$ cat config.mk
export PLATFORM = sky130hd
export DESIGN_NAME = fp_wb_scoreboard_flat
export DESIGN_NICKNAME = d
export VERILOG_FILES = /design/src/rtl/fp_wb_scoreboard_pkg.sv /design/src/rtl/fp_wb_scoreboard_if.sv /design/src/rtl/fp_wb_reservation_pipe.sv /design/src/rtl/fp_wb_scoreboard.sv /design/src/flat_wrapper.sv
export SDC_FILE = /design/constraint.sdc
export NUM_CORES = 1
export LEC_CHECK = 0
export CORE_ASPECT_RATIO = 0.5
export CORE_MARGIN = 4
export CORE_UTILIZATION = 35
export CTS_CLUSTER_DIAMETER = 40
export DETAILED_ROUTE_END_ITERATION = 12
export HOLD_SLACK_MARGIN = 0.15
export MAX_ROUTING_LAYER = met4
export PLACE_DENSITY = 0.55
export SLEW_MARGIN = 20
export SYNTH_ARGS = -nofsm -noshare
export SYNTH_HDL_FRONTEND = slang
export SYNTH_SLANG_ARGS = --single-unit
$ cat constraint.sdc
create_clock -name clk -period 4.4 [get_ports clk]
set_input_delay 1.1 -clock clk [delete_from_list [all_inputs] [get_ports clk]]
set_output_delay 1.1 -clock clk [all_outputs]
set_load 0.01 [all_outputs]
$ cat src/rtl/fp_wb_scoreboard_pkg.sv
// Shared parameters and payload types for the FP writeback scoreboard.
package fp_sb_pkg;

    localparam int unsigned NUM_REGS = 32;
    localparam int unsigned REG_W    = 5;
    localparam int unsigned MAX_LAT  = 8;
    localparam int unsigned LAT_W    = $clog2(MAX_LAT + 1);
    localparam int unsigned IDX_W    = $clog2(MAX_LAT);

    // One reservation slot: a pending writeback to rd.
    typedef struct packed {
        logic             valid;
        logic [REG_W-1:0] rd;
    } wb_slot_t;

    // Latencies outside 1..MAX_LAT never reserve the writeback port.
    function automatic logic lat_legal(input logic [LAT_W-1:0] lat);
        return (lat != '0) && (lat <= LAT_W'(MAX_LAT));
    endfunction

endpackage

$ cat src/rtl/fp_wb_scoreboard_if.sv
// ID-stage issue request, hazard stall and writeback tag between ID and the scoreboard.
interface fp_wb_scoreboard_if;
    import fp_sb_pkg::*;

    logic                issue_valid;
    logic                issue_writes_rf;
    logic [REG_W-1:0]    issue_rd;
    logic [LAT_W-1:0]    issue_latency;
    logic [2:0]          id_rs_use;
    logic [REG_W-1:0]    id_rs1;
    logic [REG_W-1:0]    id_rs2;
    logic [REG_W-1:0]    id_rs3;
    logic                flush;
    logic                stall_id;
    logic                wb_valid;
    logic [REG_W-1:0]    wb_rd;
    logic [NUM_REGS-1:0] busy_vec;

    modport master (
        output issue_valid, issue_writes_rf, issue_rd, issue_latency,
        output id_rs_use, id_rs1, id_rs2, id_rs3, flush,
        input  stall_id, wb_valid, wb_rd, busy_vec
    );

    modport slave (
        input  issue_valid, issue_writes_rf, issue_rd, issue_latency,
        input  id_rs_use, id_rs1, id_rs2, id_rs3, flush,
        output stall_id, wb_valid, wb_rd, busy_vec
    );

endinterface

$ cat src/rtl/fp_wb_reservation_pipe.sv
// Writeback reservation shift register: slot k writes back k cycles from now.
module fp_wb_reservation_pipe
    import fp_sb_pkg::*;
(
    input  logic               clk,
    input  logic               rst_n,
    input  logic               load_en,
    input  logic [IDX_W-1:0]   load_idx,
    input  logic [REG_W-1:0]   load_rd,
    output wb_slot_t           head,
    output logic [MAX_LAT-1:0] occ
);

    wb_slot_t slots_q [MAX_LAT];
    wb_slot_t slots_d [MAX_LAT];

    // Shift toward slot 0, empty the top, then drop the new reservation in place.
    always_comb begin
        for (int k = 0; k < int'(MAX_LAT) - 1; k++) begin
            slots_d[k] = slots_q[k+1];
        end
        slots_d[MAX_LAT-1] = '0;
        for (int k = 0; k < int'(MAX_LAT); k++) begin
            if (load_en && (load_idx == IDX_W'(k))) begin
                slots_d[k] = '{valid: 1'b1, rd: load_rd};
            end
        end
    end

    // Slot registers; reset discards everything in flight.
    always_ff @(posedge clk or negedge rst_n) begin
        if (!rst_n) begin
            for (int k = 0; k < int'(MAX_LAT); k++) begin
                slots_q[k] <= '0;
            end
        end else begin
            for (int k = 0; k < int'(MAX_LAT); k++) begin
                slots_q[k] <= slots_d[k];
            end
        end
    end

    // Head slot is this cycle's writeback; occupancy feeds the port-conflict check.
    always_comb begin
        head = slots_q[0];
        for (int k = 0; k < int'(MAX_LAT); k++) begin
            occ[k] = slots_q[k].valid;
        end
    end

endmodule

$ cat src/rtl/fp_wb_scoreboard.sv
// FP writeback scoreboard: tracks in-flight results and stalls ID on RAW, WAW and WB-port hazards.
module fp_wb_scoreboard
    import fp_sb_pkg::*;
(
    input  logic               clk,
    input  logic               rst_n,
    fp_wb_scoreboard_if.slave  sb
);

    logic [NUM_REGS-1:0] busy_q;
    logic [NUM_REGS-1:0] busy_d;
    logic [REG_W-1:0]    rs [3];
    logic                writes_eff;
    logic                raw_hit;
    logic                waw_hit;
    logic                struct_hit;
    logic                stall_c;
    logic                accept;
    wb_slot_t            head;
    logic [MAX_LAT-1:0]  occ;

    // Hazard detection and the accept decision for the instruction in ID.
    always_comb begin
        rs[0]      = sb.id_rs1;
        rs[1]      = sb.id_rs2;
        rs[2]      = sb.id_rs3;
        writes_eff = sb.issue_writes_rf & lat_legal(sb.issue_latency);
        raw_hit    = 1'b0;
        for (int i = 0; i < 3; i++) begin
            if (sb.id_rs_use[i] && busy_q[rs[i]] && !(head.valid && (head.rd == rs[i]))) begin
                raw_hit = 1'b1;
            end
        end
        waw_hit    = writes_eff & busy_q[sb.issue_rd];
        struct_hit = 1'b0;
        if (writes_eff && (sb.issue_latency < LAT_W'(MAX_LAT))) begin
            struct_hit = occ[IDX_W'(sb.issue_latency)];
        end
        stall_c = sb.issue_valid & ~sb.flush & (raw_hit | waw_hit | struct_hit);
        accept  = sb.issue_valid & writes_eff & ~stall_c & ~sb.flush;
    end

    // Busy bits: clear on the retiring writeback, set on accept (never the same reg).
    always_comb begin
        busy_d = busy_q;
        if (head.valid) begin
            busy_d[head.rd] = 1'b0;
        end
        if (accept) begin
            busy_d[sb.issue_rd] = 1'b1;
        end
    end

    // Busy vector register.
    always_ff @(posedge clk or negedge rst_n) begin
        if (!rst_n) begin
            busy_q <= '0;
        end else begin
            busy_q <= busy_d;
        end
    end

    fp_wb_reservation_pipe u_pipe (
        .clk      (clk),
        .rst_n    (rst_n),
        .load_en  (accept),
        .load_idx (IDX_W'(sb.issue_latency - LAT_W'(1))),
        .load_rd  (sb.issue_rd),
        .head     (head),
        .occ      (occ)
    );

    assign sb.stall_id = stall_c;
    assign sb.wb_valid = head.valid;
    assign sb.wb_rd    = head.rd;
    assign sb.busy_vec = busy_q;

endmodule

$ cat src/flat_wrapper.sv
// flat-port wrapper written by rule: the top's interface ports become plain ports
module fp_wb_scoreboard_flat import fp_sb_pkg::*;
  (clk, rst_n, sb_issue_valid, sb_issue_writes_rf, sb_issue_rd, sb_issue_latency, sb_id_rs_use, sb_id_rs1, sb_id_rs2, sb_id_rs3, sb_flush, sb_stall_id, sb_wb_valid, sb_wb_rd, sb_busy_vec);
  fp_wb_scoreboard_if sb_i ();
  input  logic clk;
  input  logic rst_n;
  input wire logic [$bits(sb_i.issue_valid)-1:0] sb_issue_valid;
  input wire logic [$bits(sb_i.issue_writes_rf)-1:0] sb_issue_writes_rf;
  input wire logic [$bits(sb_i.issue_rd)-1:0] sb_issue_rd;
  input wire logic [$bits(sb_i.issue_latency)-1:0] sb_issue_latency;
  input wire logic [$bits(sb_i.id_rs_use)-1:0] sb_id_rs_use;
  input wire logic [$bits(sb_i.id_rs1)-1:0] sb_id_rs1;
  input wire logic [$bits(sb_i.id_rs2)-1:0] sb_id_rs2;
  input wire logic [$bits(sb_i.id_rs3)-1:0] sb_id_rs3;
  input wire logic [$bits(sb_i.flush)-1:0] sb_flush;
  output wire logic [$bits(sb_i.stall_id)-1:0] sb_stall_id;
  output wire logic [$bits(sb_i.wb_valid)-1:0] sb_wb_valid;
  output wire logic [$bits(sb_i.wb_rd)-1:0] sb_wb_rd;
  output wire logic [$bits(sb_i.busy_vec)-1:0] sb_busy_vec;
  assign sb_i.issue_valid = sb_issue_valid;
  assign sb_i.issue_writes_rf = sb_issue_writes_rf;
  assign sb_i.issue_rd = sb_issue_rd;
  assign sb_i.issue_latency = sb_issue_latency;
  assign sb_i.id_rs_use = sb_id_rs_use;
  assign sb_i.id_rs1 = sb_id_rs1;
  assign sb_i.id_rs2 = sb_id_rs2;
  assign sb_i.id_rs3 = sb_id_rs3;
  assign sb_i.flush = sb_flush;
  assign sb_stall_id = sb_i.stall_id;
  assign sb_wb_valid = sb_i.wb_valid;
  assign sb_wb_rd = sb_i.wb_rd;
  assign sb_busy_vec = sb_i.busy_vec;
  fp_wb_scoreboard u_core (.clk(clk), .rst_n(rst_n), .sb(sb_i));
endmodule
==> summary.md <==
| Metric | Value |
|---|---|
| Outcome | `finished, final reports clean` |
| Final Util | `49.2%` |
| Core Area | `between 10,000 and 15,000 um^2` |
| Top cells by area, synth | `dfrtp_1 42%, mux4_2 13%, mux2_2 8.7%` |
| Top cell type's share of synthesized area | `41.8%` |
| Post-synth EDFFs | `0` |
| Count of final setup violators | `0` |
| Die height | `90.7 um` |
| Worst VDD drop | `0.197 mV` |
| I/O pins | `71` |
| Period minus WS final | `approximately 4.3 ns` |
| Pre-antenna DRT Iters | `5` |
| Post-route setup slack | `approximately 0.080 ns` |
| Least-Margin Pin Slew | `0.733 ns` |
| Gr ovfl total | `0` |
| CTS sink cnt | `80` |
| CP cell instances | `clkdlybuf4s50_1 > or4_4 > nand3_4 > a41oi_2 > nor4_4 > nand4b_4 > and2_4 > clkdlybuf4s15_2` |
| Seq/Total Area, Yosys | `41.8%` |
| Antenna cells | `0` |
| Seq cells post-synth | `80` |
| Primary FF master, synth | `dfrtp_1` |
| Worst min-delay path class | `reg2reg` |
| Pleak | `2.59 nW` |
| CTS tree | `done` |
| Area of the die | `15,700 um^2` |
| Psw | `0.000428 W` |
| Initial DRC Count | `between 200 and 300` |
| Count leader, synth | `dfrtp_1` |
| Max_slew headroom | `51.2%` |
| Number of core rows | `29` |
| RSZ-0062 raised after global routing | `false` |
| Critical path endpoint category | `primary output` |
| Fin. max-slew vios | `0` |
| Sequential share of power | `about 45%` |
| Most frequent cells after synthesis | `80 x dfrtp_1, 37 x mux2_2, 34 x o21ai_0` |
| Root buffer cell | `clkbuf_16` |
| Max FO, Critical Path | `4` |
| Worst skew pair latency | `0.34 ns` |
| Cells after synthesis | `387` |
| WHS Endpoint | `u_core.u_pipe.occ[5]` |
| Kind of critical path | `in2out` |
| DP Worst Slack | `-0.657 ns` |
| Largest area contributor in the netlist | `dfrtp_1` |
| Mapped Nets | `approximately 420` |
| DP Area | `5940 um^2` |
| R2R cell count | `10` |
| Fillers | `1,167` |
| Placed Instances | `639` |
| Final ANT Viol Nets | `0` |
| Internal power | `0.00125 W` |
| Max Freq | `approximately 230 MHz` |
| Initial core utilization | `36.7%` |
| Clock Tree Buf Depth | `2` |
| Instance count on the critical path | `8` |
| Routed wire length on met2 | `6820 um` |
| Worst path buffer plus inverter count | `2` |
| Number of global-route vias before repair | `3,879` |
| Largest net degree at the start of global routing | `81` |
| Reg-to-reg critical path endpoint | `u_core.u_pipe.slots_q[26]` |
| Ys Warns | `0` |
| Clock network power share | `42.0%` |
| R2R setup slack | `1.10 ns` |
| Worst setup SP type | `primary input` |
| Power density over cell area | `262 nW/um^2` |
| M1 WL | `7110 um` |
| Hold path depth | `1` |
| Layout Cells excl Fill | `about 660` |
| Mapped cell area | `4790 um^2` |
| CP arrival | `3.22 ns` |
| Met3 routed wirelength | `1320 um` |
| DRT Wirelength | `roughly 16,000 um` |
| Layout cell share with drive strength beyond 1 | `between 30% and 40%` |
| Reg-to-reg startpoint | `u_core.sb.busy_vec[7]` |
| Die width | `roughly 170 um` |
| Cts hold-fix bufs | `0` |
| IO buf count | `70` |
| CP delay by family, top | `simple AND/OR/NAND/NOR gates` |
| Hold Vio Cnt, Final | `0` |
| Async S/R FF share, synth | `100%` |
| Crit path required time | `3.30 ns` |
| DRC | `0` |
| Gp weighted congestion | `0.871` |
| Top Layer Used | `met4` |
| Sw Ratio | `between 20 and 30%` |
| Clock skew after layout | `0.00913 ns` |
| Wire per inst | `23.7 um` |
| Final nets | `520` |
| Total Power | `0.00168 W` |
| Max_cap viols | `0` |
| Tcrit/Tclk final | `98.2%` |
| Syn_area_per_cell | `12.4 um^2` |
| TritonCTS buffer count | `9` |
| Synth cell types | `44` |
| H-tree depth | `3` |
| Logic gate share of total power | `a little over an eighth` |
| Gr usage total | `just over 20%` |
| DR vias/cell | `around 5.8` |
| Design area | `6410 um^2` |
| Global-route wire length before repair | `24,200 um` |
| Clock-pin slew on the worst setup and hold paths | `~0.07 ns` |
| Area grow syn2layout | `33.9%` |
| HP Start | `u_core.u_pipe.occ[6]` |
| CP max stage delay | `about 0.51 ns` |
| DP HPWL | `~11,000 um` |
| Initial antenna violation count | `0` |
| Vias | `3,856` |
| Crit-path slowest cell | `or4_4` |
## per-layer routing
layer	vias to the layer above	GRT usage, %
met5	-	-
li1	1693	-
met4	0	6.97
met1	1928	28.2
met3	40	5.98
met2	195	29.4
## timing repair
| item | CTS | global route |
|---|---|---|
| gates resized for setup | 24 | 10 |
| endpoints found under the setup margin | 1 | 1 |
| cloned | 3 | 1 |
| pin swaps | 4 | 5 |
| endpoints found under the hold margin | 0 | 0 |
| buffers inserted | 1 | 3 |
## per-stage QoR
| stage | hold slack, ns | TNS, ns |
|---|---|---|
| floorplan | 0.439 | 0 |
| global placement | 0.459 | -1.19 |
| detailed placement | 0.458 | -2.55 |
| CTS | 0.475 | 0 |
| global route | 0.485 | 0 |
| finish | 0.473 | 0 |
## state kept, by name (all words and copies together) (netlist names)
register and flops:
u_core.u_pipe.slots_q 35, u_core.sb.busy_vec 32, u_core.u_pipe.occ 7, u_core.u_pipe.head 6
## cell families after synthesis
group | Yosys count | share of synthesized area, %
AO/OA/AOI/OAI | 82 | 11.2
XOR/XNOR | 15 | 2.74
buffers and inverters | 41 | 4.13
flip-flops | 80 | 41.8
multiplexers | 91 | 27.3
AND/OR/NAND/NOR | 78 | 12.8
## worst max path at each step
stage	from	slack [ns]	endpoint
after floorplan	sb_id_rs3[0]	0.20	sb_stall_id
after global placement	sb_issue_rd[1]	-0.62	sb_stall_id
after detailed placement	sb_issue_rd[1]	-0.66	sb_stall_id
after CTS	sb_issue_rd[2]	0.0001	sb_stall_id
after global routing	sb_id_rs2[1]	0.002	sb_stall_id
final	sb_issue_latency[1]	0.08	sb_stall_id
## area by class of cell
cell class / instances / area [um^2] / share of cell area (%)
timing repair buffer: 126 / 1250 / 19.6
inverter: 5 / 18.8 / 0.293
tap: 170 / 213 / 3.32
sequential: 80 / 2000 / 31.2
clock buffer: 10 / 239 / 3.73
clock inverter: 6 / 43.8 / 0.683
multi-input combinational: 266 / 2640 / 41.2
## placed cells by master (no fill, tap or decap), drive strengths merged, types with 5 or more instances in the layout
cell / synthesis / layout
clkdlybuf4s50: 0 / 56
dlygate4sd2: 0 / 6
or3b: 5 / 5
mux4: 28 / 28
buf: 14 / 55
mux2i: 26 / 26
o21ai: 34 / 34
or2: 9 / 9
nand3: 5 / 5
nand3b: 9 / 9
o31ai: 33 / 33
clkbuf: 22 / 11
nor4: 9 / 9
nor3: 6 / 6
or3: 5 / 5
mux2: 37 / 37
xnor2: 11 / 11
dfrtp: 80 / 80
nand2: 11 / 11
inv: 5 / 6
## power by group through the flow
stage | Combinational, W | Clock [W] | Sequential (W)
after floorplan | 0.0000985 | 0 | 0.000760
after global placement | 0.000207 | 0 | 0.000762
after detailed placement | 0.000207 | 0 | 0.000763
after CTS | 0.000220 | 0.000723 | 0.000749
after global routing | 0.000241 | 0.000749 | 0.000750
final | 0.000225 | 0.000705 | 0.000750
Power figures use the tool's default switching activity.
